$ cat config.mk
export PLATFORM = sky130hd
export DESIGN_NAME = regfile_dump_reader
export DESIGN_NICKNAME = d
export VERILOG_FILES = /design/src/rtl/regfile_dump_reader.sv
export SDC_FILE = /design/constraint.sdc
export NUM_CORES = 1
export LEC_CHECK = 0
export CORE_MARGIN = 10
export CORE_UTILIZATION = 45
export CTS_CLUSTER_SIZE = 40
export DETAILED_ROUTE_END_ITERATION = 10
export GPL_TIMING_DRIVEN = 0
export PLACE_DENSITY = 0.87
export SKIP_LAST_GASP = 1
export SLEW_MARGIN = 20
export SYNTH_ARGS = -nofsm -noshare
export SYNTH_HDL_FRONTEND = slang
export SYNTH_SLANG_ARGS = --single-unit
export TNS_END_PERCENT = 30
$ cat constraint.sdc
create_clock -name clock -period 5.5 [get_ports clock]
set_input_delay 1.65 -clock clock [delete_from_list [all_inputs] [get_ports clock]]
set_output_delay 1.65 -clock clock [all_outputs]
set_load 0.05 [all_outputs]
$ cat src/rtl/regfile_dump_reader.sv
// Register-file dump reader: walks a contiguous register range through one
// combinational regfile read port and streams each value out over valid/ready.
// One register per cycle when the sink never stalls.
module regfile_dump_reader #(
    parameter int DATA_WIDTH = 32,
    parameter int ADDR_WIDTH = 5
) (
    input  logic                  clock,
    input  logic                  ctrl_reset_n,
    input  logic                  start,
    input  logic                  abort,
    input  logic [ADDR_WIDTH-1:0] first_reg,
    input  logic [ADDR_WIDTH-1:0] last_reg,
    output logic [ADDR_WIDTH-1:0] ctrl_readReg,
    input  logic [DATA_WIDTH-1:0] data_readReg,
    output logic                  out_valid,
    input  logic                  out_ready,
    output logic [DATA_WIDTH-1:0] out_data,
    output logic [ADDR_WIDTH-1:0] out_reg,
    output logic                  busy,
    output logic                  done
);

    typedef enum logic [1:0] {
        IDLE = 2'd0,
        LOAD = 2'd1,
        HOLD = 2'd2,
        DONE = 2'd3
    } stateT;

    stateT                 state;
    logic [ADDR_WIDTH-1:0] rdPtr;
    logic [ADDR_WIDTH-1:0] endPtr;
    logic                  lastFlag;
    logic                  handshake;

    // Advance the read pointer, parking it on the final register so it can
    // never wrap past the top of the register file.
    function automatic logic [ADDR_WIDTH-1:0] nextPtr(
        input logic [ADDR_WIDTH-1:0] cur,
        input logic [ADDR_WIDTH-1:0] stop
    );
        return (cur == stop) ? cur : cur + ADDR_WIDTH'(1);
    endfunction

    assign ctrl_readReg = rdPtr;
    assign handshake    = out_valid && out_ready;

    // Dump sequencer: one state register, all outputs registered.
    always_ff @(posedge clock) begin
        if (!ctrl_reset_n) begin
            state     <= IDLE;
            rdPtr     <= '0;
            endPtr    <= '0;
            out_data  <= '0;
            out_reg   <= '0;
            out_valid <= 1'b0;
            busy      <= 1'b0;
            done      <= 1'b0;
            lastFlag  <= 1'b0;
        end else begin
            case (state)
                IDLE: begin
                    done <= 1'b0;
                    if (start) begin
                        rdPtr  <= first_reg;
                        endPtr <= last_reg;
                        busy   <= 1'b1;
                        if (first_reg <= last_reg) begin
                            state <= LOAD;
                        end else begin
                            // Empty range: finish without producing a beat.
                            state <= DONE;
                            done  <= 1'b1;
                        end
                    end
                end

                LOAD: begin
                    if (abort) begin
                        out_valid <= 1'b0;
                        state     <= DONE;
                        done      <= 1'b1;
                    end else begin
                        out_data  <= data_readReg;
                        out_reg   <= rdPtr;
                        out_valid <= 1'b1;
                        lastFlag  <= (rdPtr == endPtr);
                        rdPtr     <= nextPtr(rdPtr, endPtr);
                        state     <= HOLD;
                    end
                end

                HOLD: begin
                    if (abort) begin
                        out_valid <= 1'b0;
                        state     <= DONE;
                        done      <= 1'b1;
                    end else if (handshake) begin
                        if (lastFlag) begin
                            out_valid <= 1'b0;
                            state     <= DONE;
                            done      <= 1'b1;
                        end else begin
                            // Refill the buffer on the accepting edge so beats
                            // run back to back with no bubble.
                            out_data  <= data_readReg;
                            out_reg   <= rdPtr;
                            out_valid <= 1'b1;
                            lastFlag  <= (rdPtr == endPtr);
                            rdPtr     <= nextPtr(rdPtr, endPtr);
                        end
                    end
                end

                DONE: begin
                    done  <= 1'b0;
                    busy  <= 1'b0;
                    state <= IDLE;
                end

                default: begin
                    out_valid <= 1'b0;
                    busy      <= 1'b0;
                    done      <= 1'b0;
                    state     <= IDLE;
                end
            endcase
        end
    end

endmodule
# Yosys cells after proc, flatten, opt, wreduce, memory -nomap -nowiden
# Cells that the tools add are included.
[totals] ramBits=0 mem_count=0 latch_bits=0 romBits=0 inputBits=47 out_inout_bits=45 elab_cells=79 ff_bits=53
[op_classes] n_eq_ne=12 shift=0 bitwise=0 multipliers=0 addsub=1 order_cmp=1 n_reduce_logical=13 div=0 mux=43
[ops] operator="$mux 32" n=4
[ops] operator="$pmux 32 s2" n=1
[ops] operator="$mux 5" n=10
[ops] operator="$mux 1" n=16
[ops] operator="$pmux 5 s3" n=1
[ops] operator="$ne 2x2->1 const B" n=6
[ops] operator="$mux 2" n=5
[ops] operator="$pmux 5 s2" n=1
[ops] operator="$pmux 2 s4" n=1
[ops] operator="$ne 3x3->1 const B" n=2
[ops] operator="$pmux 1 s2" n=3
[ops] operator="$reduce_and 2->1" n=3
[ops] operator="$reduce_and 3->1" n=2
[ops] operator="$reduce_and 6->1" n=1
[ops] operator="$add 5x1->5 const B" n=1
[ops] operator="$eq 5x5->1" n=1
[ops] operator="$le 5x5->1" n=1
[ops] operator="$reduce_and 5->1" n=1
[ops] operator="$eq 2x2->1 const B" n=2
[ops] operator="$pmux 1 s4" n=1
[ops] operator="$reduce_and 4->1" n=1
[ops] operator="$reduce_bool 2->1" n=2
[ops] operator="$reduce_bool 3->1" n=1
[ops] operator="$eq 2x1->1 const B" n=1
[ops] operator="other kinds (2)" n=2

# Logic depth before layout (Yosys ltp)
# Gate-level depths: netlist (run 1).
[logic_depth] word_depth=6 depth_mapped=9 ltp_nobuf=7

# Least setup slack after synthesis (run 1)
# No wires, ideal clock.
[synth_path] kind="input port to flip-flop" startpoint="in last_reg[3]" endpoint="reg state[1]" t_arrival_ns=2.904 t_required_ns=5.384 path_stages=7 setup_slack_ns=2.481 setup_time_ns=0.116 n_path_buf=0 cell_sequence="inv_1 -> ha_1 -> a21oi_1 -> nand2_1 -> a221o_1 -> a221o_1 -> and3_1"
[synth_via] elab_chain_len=4
[synth_rtl] element="start: declaration" line="13" text="input logic [ADDR_WIDTH-1:0] last_reg,"
[synth_rtl] element="$le 5x5->1" line="69" text="if (first_reg <= last_reg) begin"
[synth_rtl] element="$mux 2" line="69"
[synth_rtl] element="$mux 2" line="65" text="if (start) begin"
[synth_rtl] element="$pmux 2 s4" line="62" text="case (state)"
[synth_rtl] element="end signal: assignment" line="70" text="state <= LOAD;"
[synth_rtl] element="end signal: assignment" line="73" text="state <= DONE;"
[synth_rtl] element="end signal: assignment" line="82" text="state <= DONE;"
[synth_rtl] element="end: declaration" line="31" text="stateT state;"
# Every way passes these cells. The select of a mux whose other input is x is not followed.
# A chain may end at the register's enable or synchronous reset.

# Worst setup path after layout (run 1)
[layout_path] startpoint="reg rdPtr[0] (netlist: ctrl_readReg[0])" endpoint="out ctrl_readReg[0]"
[layout_rtl] element="start: declaration" line="32" text="logic [ADDR_WIDTH-1:0] rdPtr;"
[layout_rtl] element="start signal: assignment" line="66" text="rdPtr <= first_reg;"
[layout_rtl] element="start signal: assignment" line="89" text="rdPtr <= nextPtr(rdPtr, endPtr);"
[layout_rtl] element="start signal: assignment" line="111" text="rdPtr <= nextPtr(rdPtr, endPtr);"
[layout_rtl] element="end: declaration" line="14" text="output logic [ADDR_WIDTH-1:0] ctrl_readReg,"
# No word-level cell between the ends.

==> summary.md, run 1 <==
| Metric | Value |
|---|---|
| Cells after Synth | `296` |
| Kind of start point of the critical path | `flip-flop` |
| Buf/Inv on CP | `1` |
| Post-route ant nets | `0` |
| Top post-synthesis cells by area | `dfxtp_1 43%, nand2_1 14%, a21boi_1 9.2%` |
| Critical path's largest stage delay | `~0.87 ns` |
| Syn Nets | `about 350` |
| Sequential share of the synthesized area | `between 40% and 50%` |
| Hold Path Sink | `out_reg[0]$_SDFFE_PN0P_` |
| Logic pwr share | `between 60% and 70%` |
| Crit-path cells | `clkdlybuf4s50_1` |
| Crit path max fanout | `7` |
| Reg-to-Reg End | `ctrl_readReg[0]$_SDFFE_PN0P_` |
| Largest Register | `out_data` |
| Sw Share | `approximately half` |
| Seq pwr share | `26.6%` |
| # diodes | `0` |
| CTS Buffer Depth | `2` |
| Via/cell ratio | `a little over 5` |
| Number of synthesized register bits | `53` |
| Critical Path AT | `about 1.7 ns` |
| Setup TNS | `0 ns` |
| Final HPWL DP | `about 5300 um` |
| First-pass GRT wire length | `between 10000 and 15000 um` |
| Root Buffer | `clkbuf_8` |
| P&R area growth vs syn | `44.6%` |
| Hold Buf Count CTS | `0` |
| RSZ-0062 raised after global routing | `false` |
| Starting density of the core | `between 40% and 50%` |
| GRT Residual Overflow | `0` |
| Crit path launch | `ctrl_readReg[0]$_SDFFE_PN0P_` |
| 1st-iter DRT viols | `85` |
| CP Class | `flip-flop to primary output` |
| Min-Delay Path Class | `flip-flop to flip-flop` |
| Post-CTS sizing | `0` |
| Placed Area | `about 3400 um2` |
| Max IR drop VDD | `about 450 uV` |
| DRT Wirelength | `roughly 6800 um` |
| Rows | `26` |
| Fin. max-slew vios | `0` |
| Slowest cell on crit path | `clkdlybuf4s50_1` |
| Worst skew pair latency | `roughly 0.30 ns` |
| FF/Latch Area | `around 1100 um2` |
| Via count | `2352` |
| Crit path max-delay family | `buffers and inverters` |
| Drt wl/cell | `about 15 um` |
| PD cells | `648 nW/um2` |
| Clk sinks | `between 50 and 60` |
| Slew margin rel. | `around two thirds` |
| Fin util | `68.2%` |
| Switching pwr | `about 0.0012 W` |
| Final critical-path share of the clock period | `about three fifths` |
| Number of library cell types mapped by synthesis | `36` |
| Register-to-register setup slack | `roughly 3.3 ns` |
| Internal power | `about 0.0011 W` |
| Multi-input gate area | `roughly 1300 um2` |
| Drt first pass iters | `5` |
| Die area | `around 9000 um2` |
| H-tree Lvls | `2` |
| CTS tree | `yes` |
| Reg2Reg Depth | `8` |
| Cell taking the most area after synthesis | `dfxtp_1` |
| Mapped Area | `~2500 um2` |
| Worst hold start | `out_reg[0]$_SDFFE_PN0P_` |
| Fin crit period | `around 3.3 ns` |
| CP Capture Type | `primary output` |
| Clock Power Share | `a little under an eighth` |
| Hold path cells | `2` |
| Top_reg_cell synth | `dfxtp_1` |
| Required time of the critical path | `3.85 ns` |
| Drc violations | `0` |
| Antenna violations before repair | `0` |
| Reg-to-reg startpoint | `state[0]$_SDFFE_PN0P_` |
| Max FFs per register | `32` |
| Status | `complete, no violations` |
| Max-Cap Viols | `0` |
| Slew @ Worst Pin | `0.527 ns` |
| Clock transition at path regs | `roughly 0.09 ns` |
| GRT Total Usage | `around 15%` |
| Fmax | `0.299 GHz` |
| I/O pin total | `92` |
| Pin count of the biggest net entering global routing | `16` |
| Post-CTS setup repair buffer count | `0` |
| Final GP Congestion | `between 0.9 and 1` |
| Synth Area per Inst | `around 8.3 um2` |
| Yosys top cell area share | `a little over two fifths` |
| Layout net count | `450` |
| Cts bufs inserted | `5` |
| Share of flip-flops with an asynchronous set or reset | `0%` |
| Post-synth EDFFs | `0` |
| Synthesis Warnings | `0` |
| Design area | `~3500 um2` |
| Lkg Pwr | `~1.4 nW` |
| Endpoints failing setup | `0` |
| Layout cells sized above 1 | `a little over 5%` |
| Horiz. Die Dim | `between 90 and 100 um` |
| Vias in the first global route | `between 2000 and 2500` |
| Final Hold Viols | `0` |
| Fin Clk Skew | `around 0.0047 ns` |
| Fill cells | `411` |
| PortBufs | `about 90` |
| Die height | `93.8 um` |
| Core box area | `roughly 5200 um2` |
[cell type report]
class                      count  share of cell area [%]
multi-input combinational    217                    35.9
sequential                    53                    29.9
inverter                      10                    1.06
tap                           70                    2.47
timing repair buffer          89                    25.1
buffer                        16                    2.29
clock inverter                 1                   0.846
clock buffer                   7                    2.43
[cell usage after synthesis, types with 2 or more instances]
cell	count
buf_4	4
a21oi_1	10
a21boi_0	15
o31ai_1	3
dfxtp_1	53
a21boi_1	30
buf_2	5
xor2_1	5
a221o_1	2
nand2_1	93
clkbuf_1	7
nand3_1	13
and3_1	2
nor2b_1	2
o21ai_1	3
o21ai_0	5
ha_1	11
nand2b_1	2
nor2_1	6
inv_1	9
[worst max-delay path by stage]
| stage | end | slack, ns | depth (start not counted) |
|---|---|---|---|
| after floorplan | state[1]$_SDFFE_PN0P_ | 2.48 | 7 |
| after global placement | state[1]$_SDFFE_PN0P_ | 1.90 | 8 |
| after detailed placement | state[1]$_SDFFE_PN0P_ | 1.87 | 8 |
| after CTS | ctrl_readReg[0] | 2.13 | 1 |
| after global routing | ctrl_readReg[0] | 2.07 | 1 |
| final | ctrl_readReg[0] | 2.16 | 1 |
[placed cells by master (no fill, tap or decap), types with 2 or more instances in the layout]
master / instances
nand3_1: 13
inv_1: 9
o21ai_0: 5
nand2_1: 93
a221o_1: 2
clkdlybuf4s50_1: 89
nor2_1: 6
nand2b_1: 2
clkbuf_1: 8
o31ai_1: 3
a21oi_1: 10
ha_1: 11
a21boi_1: 30
and3_1: 2
buf_4: 4
nor2b_1: 2
o21ai_1: 3
dfxtp_1: 53
clkbuf_8: 6
xor2_1: 5
a21boi_0: 15
buf_2: 5
[metrics by stage]
| stage | instances | setup WS, ns | total power [W] | hold slack, ns |
|---|---|---|---|---|
| after CTS | 463 | 2.13 | 0.00231 | 0.457 |
| final | 463 | 2.16 | 0.00230 | 0.455 |
| after global routing | 463 | 2.07 | 0.00246 | 0.477 |
| after detailed placement | 455 | 1.87 | 0.00203 | 0.444 |
| after floorplan | 296 | 2.48 | 0.00160 | 0.455 |
| after global placement | 455 | 1.90 | 0.00200 | 0.440 |
[kinds of logic (layout without fill, tap and decap cells)]
group                    count (synthesis)  in the layout  share of synthesized area [%]
AO/OA/AOI/OAI                           77             77                           23.2
buffers and inverters                   26            123                           4.84
multiplexers                             1              1                          0.408
XOR/XNOR                                 5              5                           1.78
adder cells (fa/ha/maj)                 11             11                           5.61
flip-flops                              53             53                           43.2
AND/OR/NAND/NOR                        123            123                           20.9
[tightest hold or removal path, delay by kind of cell, from the launching register on]
kind	cells	cell delay, ns
compound gates	1	0.05
flops	1	0.32
simple gates	1	0.05
[power by group through the flow]
stage                     Clock (W)  Combinational [W]  Sequential [W]
after global routing       0.000296            0.00154        0.000626
final                      0.000271            0.00142        0.000612
after CTS                  0.000279            0.00142        0.000611
after global placement            0            0.00139        0.000611
after detailed placement          0            0.00141        0.000620
after floorplan                   0           0.000585         0.00101
[routing by layer]
layer / vias up / wire length, um / track usage, % / part of all wire [%]
li1: 1180 / - / - / -
met1: 1074 / 2980 / 18.1 / 44
met2: 88 / 3170 / 24.8 / 47
met3: 10 / 524 / 5.12 / 7.7
met4: 0 / 86 / 4.43 / 1.3
met5: - / 0 / 0 / 0
Power figures use the tool's default switching activity.
==> inputs of run 2 (changes only) <==
- CORE_UTILIZATION: 45 -> 44
- PLACE_DENSITY: 0.87 -> 0.86
- clock period: 5.5 -> 3.2 ns (I/O delays scaled with it)
==> run 2 against run 1 <==
Sequential share of layout area hardly changed. Sequential power rose by 70%. Routed wire length shrank 0.61%. Largest power group unchanged. Final cell count rose by 0.43%. Global-route usage decreased by 0.15 points. Clock skew fell by 0.0027 ns. Non-clock buffer count is the same. First-iteration DRC count is the same. Clock power up 68%. Design area hardly changed.
==> summary.md, run 2 (synthesized netlist as in run 1, its figures left out) <==
| Metric | Value |
|---|---|
| Multi-input gate area | `1270 um2 (unchanged)` |
| Drt first pass iters | `4 (was 5)` |
| Final GP Congestion | `0.853 (was 0.908)` |
| Clk sinks | `53 (unchanged)` |
| Max FFs per register | `32 (unchanged)` |
| Final critical-path share of the clock period | `roughly 83%` |
| Status | `complete, no violations (unchanged)` |
| Endpoints failing setup | `0 (unchanged)` |
| Slowest cell on crit path | `clkdlybuf4s50_1 (unchanged)` |
| P&R area growth vs syn | `44.5% (was 44.6%)` |
| Pin count of the biggest net entering global routing | `17 (was 16)` |
| Starting density of the core | `44.8% (was 47.1%)` |
| I/O pin total | `92 (unchanged)` |
| Fmax | `~0.38 GHz` |
| Worst hold start | `out_data[28]$_SDFFE_PN0P_ (was out_reg[0]$_SDFFE_PN0P_)` |
| Crit path max-delay family | `buffers and inverters (unchanged)` |
| Kind of start point of the critical path | `flip-flop (unchanged)` |
| DRT Wirelength | `6730 um (was 6770 um)` |
| Setup TNS | `0 ns (unchanged)` |
| 1st-iter DRT viols | `85 (unchanged)` |
| Drc violations | `0 (unchanged)` |
| CTS tree | `yes (unchanged)` |
| Fin crit period | `2.64 ns` |
| Max IR drop VDD | `586 uV (was 448 uV)` |
| Rows | `27 (was 26)` |
| Final non-filler cell total | `465 (was 463)` |
| Root Buffer | `clkbuf_8 (unchanged)` |
| Buf/Inv on CP | `1 (unchanged)` |
| Final HPWL DP | `5270 um (was 5280 um)` |
| Final Hold Viols | `0 (unchanged)` |
| Required time of the critical path | `2.24 ns (was 3.85 ns)` |
| # diodes | `0 (unchanged)` |
| PD cells | `1100 nW/um2 (was 648 nW/um2)` |
| CP Capture Type | `primary output (unchanged)` |
| Vias in the first global route | `2350 (was 2253)` |
| Fin Clk Skew | `0.00209 ns (was 0.00474 ns)` |
| Commonest non-fill, non-tap cell in the layout | `nand2_1 (unchanged)` |
| Slew margin rel. | `62.2% (was 64.8%)` |
| Worst skew pair latency | `0.31 ns (was 0.30 ns)` |
| RSZ-0062 raised after global routing | `false (unchanged)` |
| Total power | `0.00391 W (was 0.00230 W)` |
| Die height | `94.7 um (was 93.8 um)` |
| Antenna violations before repair | `0 (unchanged)` |
| Horiz. Die Dim | `94.7 um (was 93.8 um)` |
| GRT Total Usage | `14.9% (was 15.0%)` |
| Fill cells | `461 (was 411)` |
| Core box area | `5470 um2 (was 5200 um2)` |
| Most frequent cells in the layout | `93 x nand2_1, 89 x clkdlybuf4s50_1, 53 x dfxtp_1, 30 x a21boi_1, 15 x a21boi_0 (unchanged)` |
| First-pass GRT wire length | `10900 um (about the same)` |
| Post-route ant nets | `0 (unchanged)` |
| Setup ws final | `0.557 ns (was 2.16 ns)` |
| Cts bufs inserted | `5 (unchanged)` |
| H-tree Lvls | `2 (unchanged)` |
| Fin util | `64.8% (was 68.2%)` |
| Drt wl/cell | `14.5 um (was 14.6 um)` |
| Reg-to-reg startpoint | `state[0]$_SDFFE_PN0P_ (unchanged)` |
| Crit-path cells | `clkdlybuf4s50_1 (unchanged)` |
| Crit path max fanout | `7 (unchanged)` |
| Crit path launch | `ctrl_readReg[0]$_SDFFE_PN0P_ (unchanged)` |
| Clock transition at path regs | `0.09 ns (about the same)` |
| Die area | `8960 um2 (was 8810 um2)` |
| Post-CTS sizing | `0 (unchanged)` |
| DP Worst Slack | `0.261 ns (was 1.87 ns)` |
| Max-Cap Viols | `0 (unchanged)` |
| Fin. max-slew vios | `0 (unchanged)` |
| Via count | `2339 (was 2352)` |
| CTS Buffer Depth | `2 (unchanged)` |
| Lkg Pwr | `1.38 nW (about the same)` |
| Placed Instances | `457 (was 455)` |
| Min-Delay Path Class | `flip-flop to flip-flop (unchanged)` |
| GRT Residual Overflow | `0 (unchanged)` |
| Slew @ Worst Pin | `0.566 ns (was 0.527 ns)` |
| Critical Path AT | `1.68 ns (was 1.69 ns)` |
| PortBufs | `89 (unchanged)` |
| Layout net count | `450 (unchanged)` |
| Via/cell ratio | `5.03 (was 5.08)` |
| CP Class | `flip-flop to primary output (unchanged)` |
| Largest Register | `out_data (unchanged)` |
| Post-CTS setup repair buffer count | `0 (unchanged)` |
| Layout cells sized above 1 | `5.09% (unchanged)` |
| Hold Buf Count CTS | `0 (unchanged)` |
| FF/Latch Area | `1060 um2 (unchanged)` |
| Critical path's largest stage delay | `0.87 ns (about the same)` |
## run 2: cell count changes in the layout (fill, tap and decap cells not counted)
cell      change
clkinv_4      +1
clkbuf_8      -1
## run 2: path summary, 6_finish.rpt
kind / endpoint / slack, ns / depth (start not counted)
worst max register to register: ctrl_readReg[0]$_SDFFE_PN0P_ / 1.00 / 7
worst min register to register: out_data[28]$_SDFFE_PN0P_ / 0.46 / 2
worst max-delay path: ctrl_readReg[0] / 0.56 / 1
worst min-delay path: out_data[28]$_SDFFE_PN0P_ / 0.46 / 2
## run 2: per-layer routing
metal / vias up / routed length [um] / track usage, %
met5: - / 0 / 0
met3: 7 / 630 / 5.00
li1: 1183 / - / -
met1: 1059 / 3010 / 17.8
met2: 90 / 2980 / 24.1
met4: 0 / 107 / 5.86
## run 2: power breakdown
part | internal (W) | switching (W)
combinational | 0.000827 | 0.00159
clock | 0.000235 | 0.000220
sequential | 0.000891 | 0.000153
## run 2: cell type report
type                       instances  area share [%]
timing repair buffer              89            25.1
tap                               72            2.54
clock buffer                       6            2.05
buffer                            16            2.29
inverter                          10            1.06
multi-input combinational        217            35.9
clock inverter                     2            1.09
sequential                        53            29.9
## run 2: metrics by stage
stage               area (um2)  hold slack [ns]
floorplan                 2450            0.455
global placement          3430            0.440
detailed placement        3430            0.444
CTS                       3550            0.458
global route              3550            0.480
finish                    3550            0.455
==> inputs of run 3 (changes only) <==
- CORE_UTILIZATION: 44 -> 40
- PLACE_DENSITY: 0.86 -> 0.82
- clock period: 3.2 -> 2.1 ns (I/O delays scaled with it)
==> run 3 against run 2 <==
Setup slack got worse by 0.56 ns. Design area up 1.3%. Global-route usage down 1.5 points. Sequential share of layout area decreased by 0.35 points. Largest power group unchanged. Flip-flop and latch count unchanged. Power up 52%. The run now ends with negative setup slack left. Worst hold slack improved by 0.00085 ns. Clock skew rose by 0.0057 ns. Non-clock buffer count is 4 higher. Largest cell class unchanged.
==> summary.md, run 3 (synthesized netlist as in run 1, its figures left out) <==
| Metric | Value |
|---|---|
| Cts bufs inserted | `5 (unchanged)` |
| Layout cells sized above 1 | `7.81% (was 5.09%)` |
| Commonest non-fill, non-tap cell in the layout | `nand2_1 (unchanged)` |
| 1st-iter DRT viols | `106 (was 85)` |
| Fin util | `60.3% (was 64.8%)` |
| Starting density of the core | `41.2% (was 44.8%)` |
| Slew margin rel. | `64.5% (was 62.2%)` |
| CTS Buffer Depth | `2 (unchanged)` |
| Clk sinks | `53 (unchanged)` |
| Largest Register | `out_data (unchanged)` |
| Final HPWL DP | `5240 um (was 5270 um)` |
| Met2 wire len | `3180 um (was 2980 um)` |
| H-tree Lvls | `2 (unchanged)` |
| Post-route ant nets | `0 (unchanged)` |
| Seq pwr share | `26.7% (about the same)` |
| Max FFs per register | `32 (unchanged)` |
| Sw Share | `50.9% (was 50.1%)` |
| Logic pwr share | `63.5% (was 61.7%)` |
| Setup ws final | `-0.00563 ns (was 0.557 ns)` |
| Fin crit period | `~2.1 ns` |
| Max IR drop VDD | `923 uV (was 586 uV)` |
| Drc violations | `0 (unchanged)` |
| Clock transition at path regs | `0.10 ns (was 0.09 ns)` |
| Pin count of the biggest net entering global routing | `18 (was 17)` |
| PD cells | `1660 nW/um2 (was 1100 nW/um2)` |
| Root Buffer | `clkbuf_8 (unchanged)` |
| DRT Wirelength | `6670 um (was 6730 um)` |
| Die area | `9670 um2 (was 8960 um2)` |
| Reg-to-reg startpoint | `state[1]$_SDFFE_PN0P_ (was state[0]$_SDFFE_PN0P_)` |
| Fmax | `between 0.4 and 0.5 GHz` |
| Most frequent cells in the layout | `93 x nand2_1, 74 x clkdlybuf4s50_1, 52 x dfxtp_1, 30 x a21boi_1, 15 x a21boi_0 (was 93 x nand2_1, 89 x clkdlybuf4s50_1, 53 x dfxtp_1, 30 x a21boi_1, 15 x a21boi_0)` |
| Required time of the critical path | `1.47 ns (was 2.24 ns)` |
| Critical Path AT | `1.48 ns (was 1.68 ns)` |
| Critical path's largest stage delay | `0.82 ns (was 0.87 ns)` |
| Fin. max-slew vios | `0 (unchanged)` |
| Die height | `98.3 um (was 94.7 um)` |
| Vias in the first global route | `2248 (was 2350)` |
| Drt wl/cell | `14.1 um (was 14.5 um)` |
| Violated checks | `negative setup slack` |
| Rows | `28 (was 27)` |
| Slew @ Worst Pin | `0.530 ns (was 0.566 ns)` |
| Clock Power Share | `9.8% (was 11.6%)` |
| CTS tree | `yes (unchanged)` |
| Endpoints failing setup | `2 (was 0)` |
| Horiz. Die Dim | `98.3 um (was 94.7 um)` |
| First-pass GRT wire length | `11000 um (was 10900 um)` |
| Via count | `2320 (was 2339)` |
| Slowest cell on crit path | `clkdlybuf4s50_1 (unchanged)` |
| Fin Clk Skew | `0.00776 ns (was 0.00209 ns)` |
| Status | `complete, but fails checks (was complete, no violations)` |
| RSZ-0062 raised after global routing | `true (was false)` |
| Layout net count | `454 (was 450)` |
| GRT Total Usage | `13.4% (was 14.9%)` |
| Placed Instances | `460 (was 457)` |
| Crit path max-delay family | `buffers and inverters (unchanged)` |
| Switching pwr | `0.00303 W (was 0.00196 W)` |
| Max layer used | `met4 (unchanged)` |
| P&R area growth vs syn | `46.4% (was 44.5%)` |
| Crit path max fanout | `2 (was 7)` |
| Crit path launch | `out_reg[3]$_SDFFE_PN0P_ (was ctrl_readReg[0]$_SDFFE_PN0P_)` |
| Buf/Inv on CP | `1 (unchanged)` |
| Met3 WL post-DR | `502 um (was 630 um)` |
| I/O pin total | `92 (unchanged)` |
| Hold Buf Count CTS | `0 (unchanged)` |
| PortBufs | `89 (unchanged)` |
| Drt first pass iters | `4 (unchanged)` |
| CP Class | `flip-flop to primary output (unchanged)` |
| Core box area | `5960 um2 (was 5470 um2)` |
| Max-Cap Viols | `0 (unchanged)` |
| Final hold slack | `0.456 ns (was 0.455 ns)` |
| Final Hold Viols | `0 (unchanged)` |
| Fill cells | `548 (was 461)` |
| Worst skew pair latency | `0.30 ns (was 0.31 ns)` |
| Worst hold start | `out_reg[4]$_SDFFE_PN0P_ (was out_data[28]$_SDFFE_PN0P_)` |
| # diodes | `0 (unchanged)` |
| Final GP Congestion | `0.884 (was 0.853)` |
| Internal power | `0.00292 W (was 0.00195 W)` |
| CP Capture Type | `primary output (unchanged)` |
| Kind of start point of the critical path | `flip-flop (unchanged)` |
| Crit-path cells | `clkdlybuf4s50_1 (unchanged)` |
| GRT Residual Overflow | `0 (unchanged)` |
| Antenna violations before repair | `0 (unchanged)` |
| Sum of routed wire segments on met1 | `2940 um (was 3010 um)` |
| Via/cell ratio | `4.92 (was 5.03)` |
| Final non-filler cell total | `472 (was 465)` |
| Final critical-path share of the clock period | `100%` |
| Lkg Pwr | `1.45 nW (was 1.38 nW)` |
| Min-Delay Path Class | `flip-flop to flip-flop (unchanged)` |
run 3: cell types whose count changed in the layout (fill, tap and decap cells not counted), sizes merged:
cell           delta
dlymetal6s2s      +2
clkdlybuf4s50    -15
clkinvlp          +1
bufinv            -1
dlygate4sd2      +13
buf               +3
inv               +1
run 3: final timing paths:
check	endpoint	slack, ns	cells past startpoint
min reg2reg	out_reg[4]$_SDFFE_PN0P_	0.46	2
max	out_reg[3]	-0.006	1
min	out_reg[4]$_SDFFE_PN0P_	0.46	2
max reg2reg	ctrl_readReg[4]$_SDFFE_PN0P_	0.07	9
run 3: layer usage:
| layer | global-route usage [%] | vias to the layer above |
|---|---|---|
| met5 | 0 | - |
| met4 | 2.98 | 0 |
| met3 | 4.30 | 5 |
| met1 | 16.2 | 1049 |
| met2 | 22.5 | 72 |
| li1 | - | 1194 |
run 3: area by class of cell:
| cell class | instances | area, um2 | share of cell area (%) |
|---|---|---|---|
| multi-input combinational | 217 | 1320 | 36.6 |
| buffer | 16 | 83.8 | 2.33 |
| clock inverter | 3 | 21.3 | 0.592 |
| tap | 75 | 93.8 | 2.61 |
| inverter | 10 | 37.5 | 1.04 |
| timing repair buffer | 93 | 910 | 25.3 |
| clock buffer | 5 | 68.8 | 1.92 |
| sequential | 53 | 1060 | 29.6 |
run 3: power groups by stage:
| stage | sequential, W | clock, W | combinational, W |
|---|---|---|---|
| floorplan | 0.00265 | 0 | 0.00153 |
| global placement | 0.00160 | 0 | 0.00364 |
| detailed placement | 0.00162 | 0 | 0.00370 |
| CTS | 0.00159 | 0.000599 | 0.00375 |
| global route | 0.00165 | 0.000647 | 0.00409 |
| finish | 0.00159 | 0.000582 | 0.00378 |
run 3: stage by stage:
stage / TNS [ns] / area, um2 / total power, W / setup WS, ns
after global placement: -6.84 / 3440 / 0.00524 / -0.483
after detailed placement: -7.63 / 3440 / 0.00532 / -0.478
final: -0.00582 / 3590 / 0.00595 / -0.00563
after floorplan: 0 / 2450 / 0.00418 / 0.101
after CTS: -0.115 / 3560 / 0.00594 / -0.0244
after global routing: -1.87 / 3590 / 0.00639 / -0.0529
run 3: what timing repair did:
item,in CTS,in global routing
setup endpoints to repair,29,73
buffers inserted,3,1
endpoints found under the hold margin,0,0
gates cloned,0,0
resized for setup,18,6
pin swaps,3,1
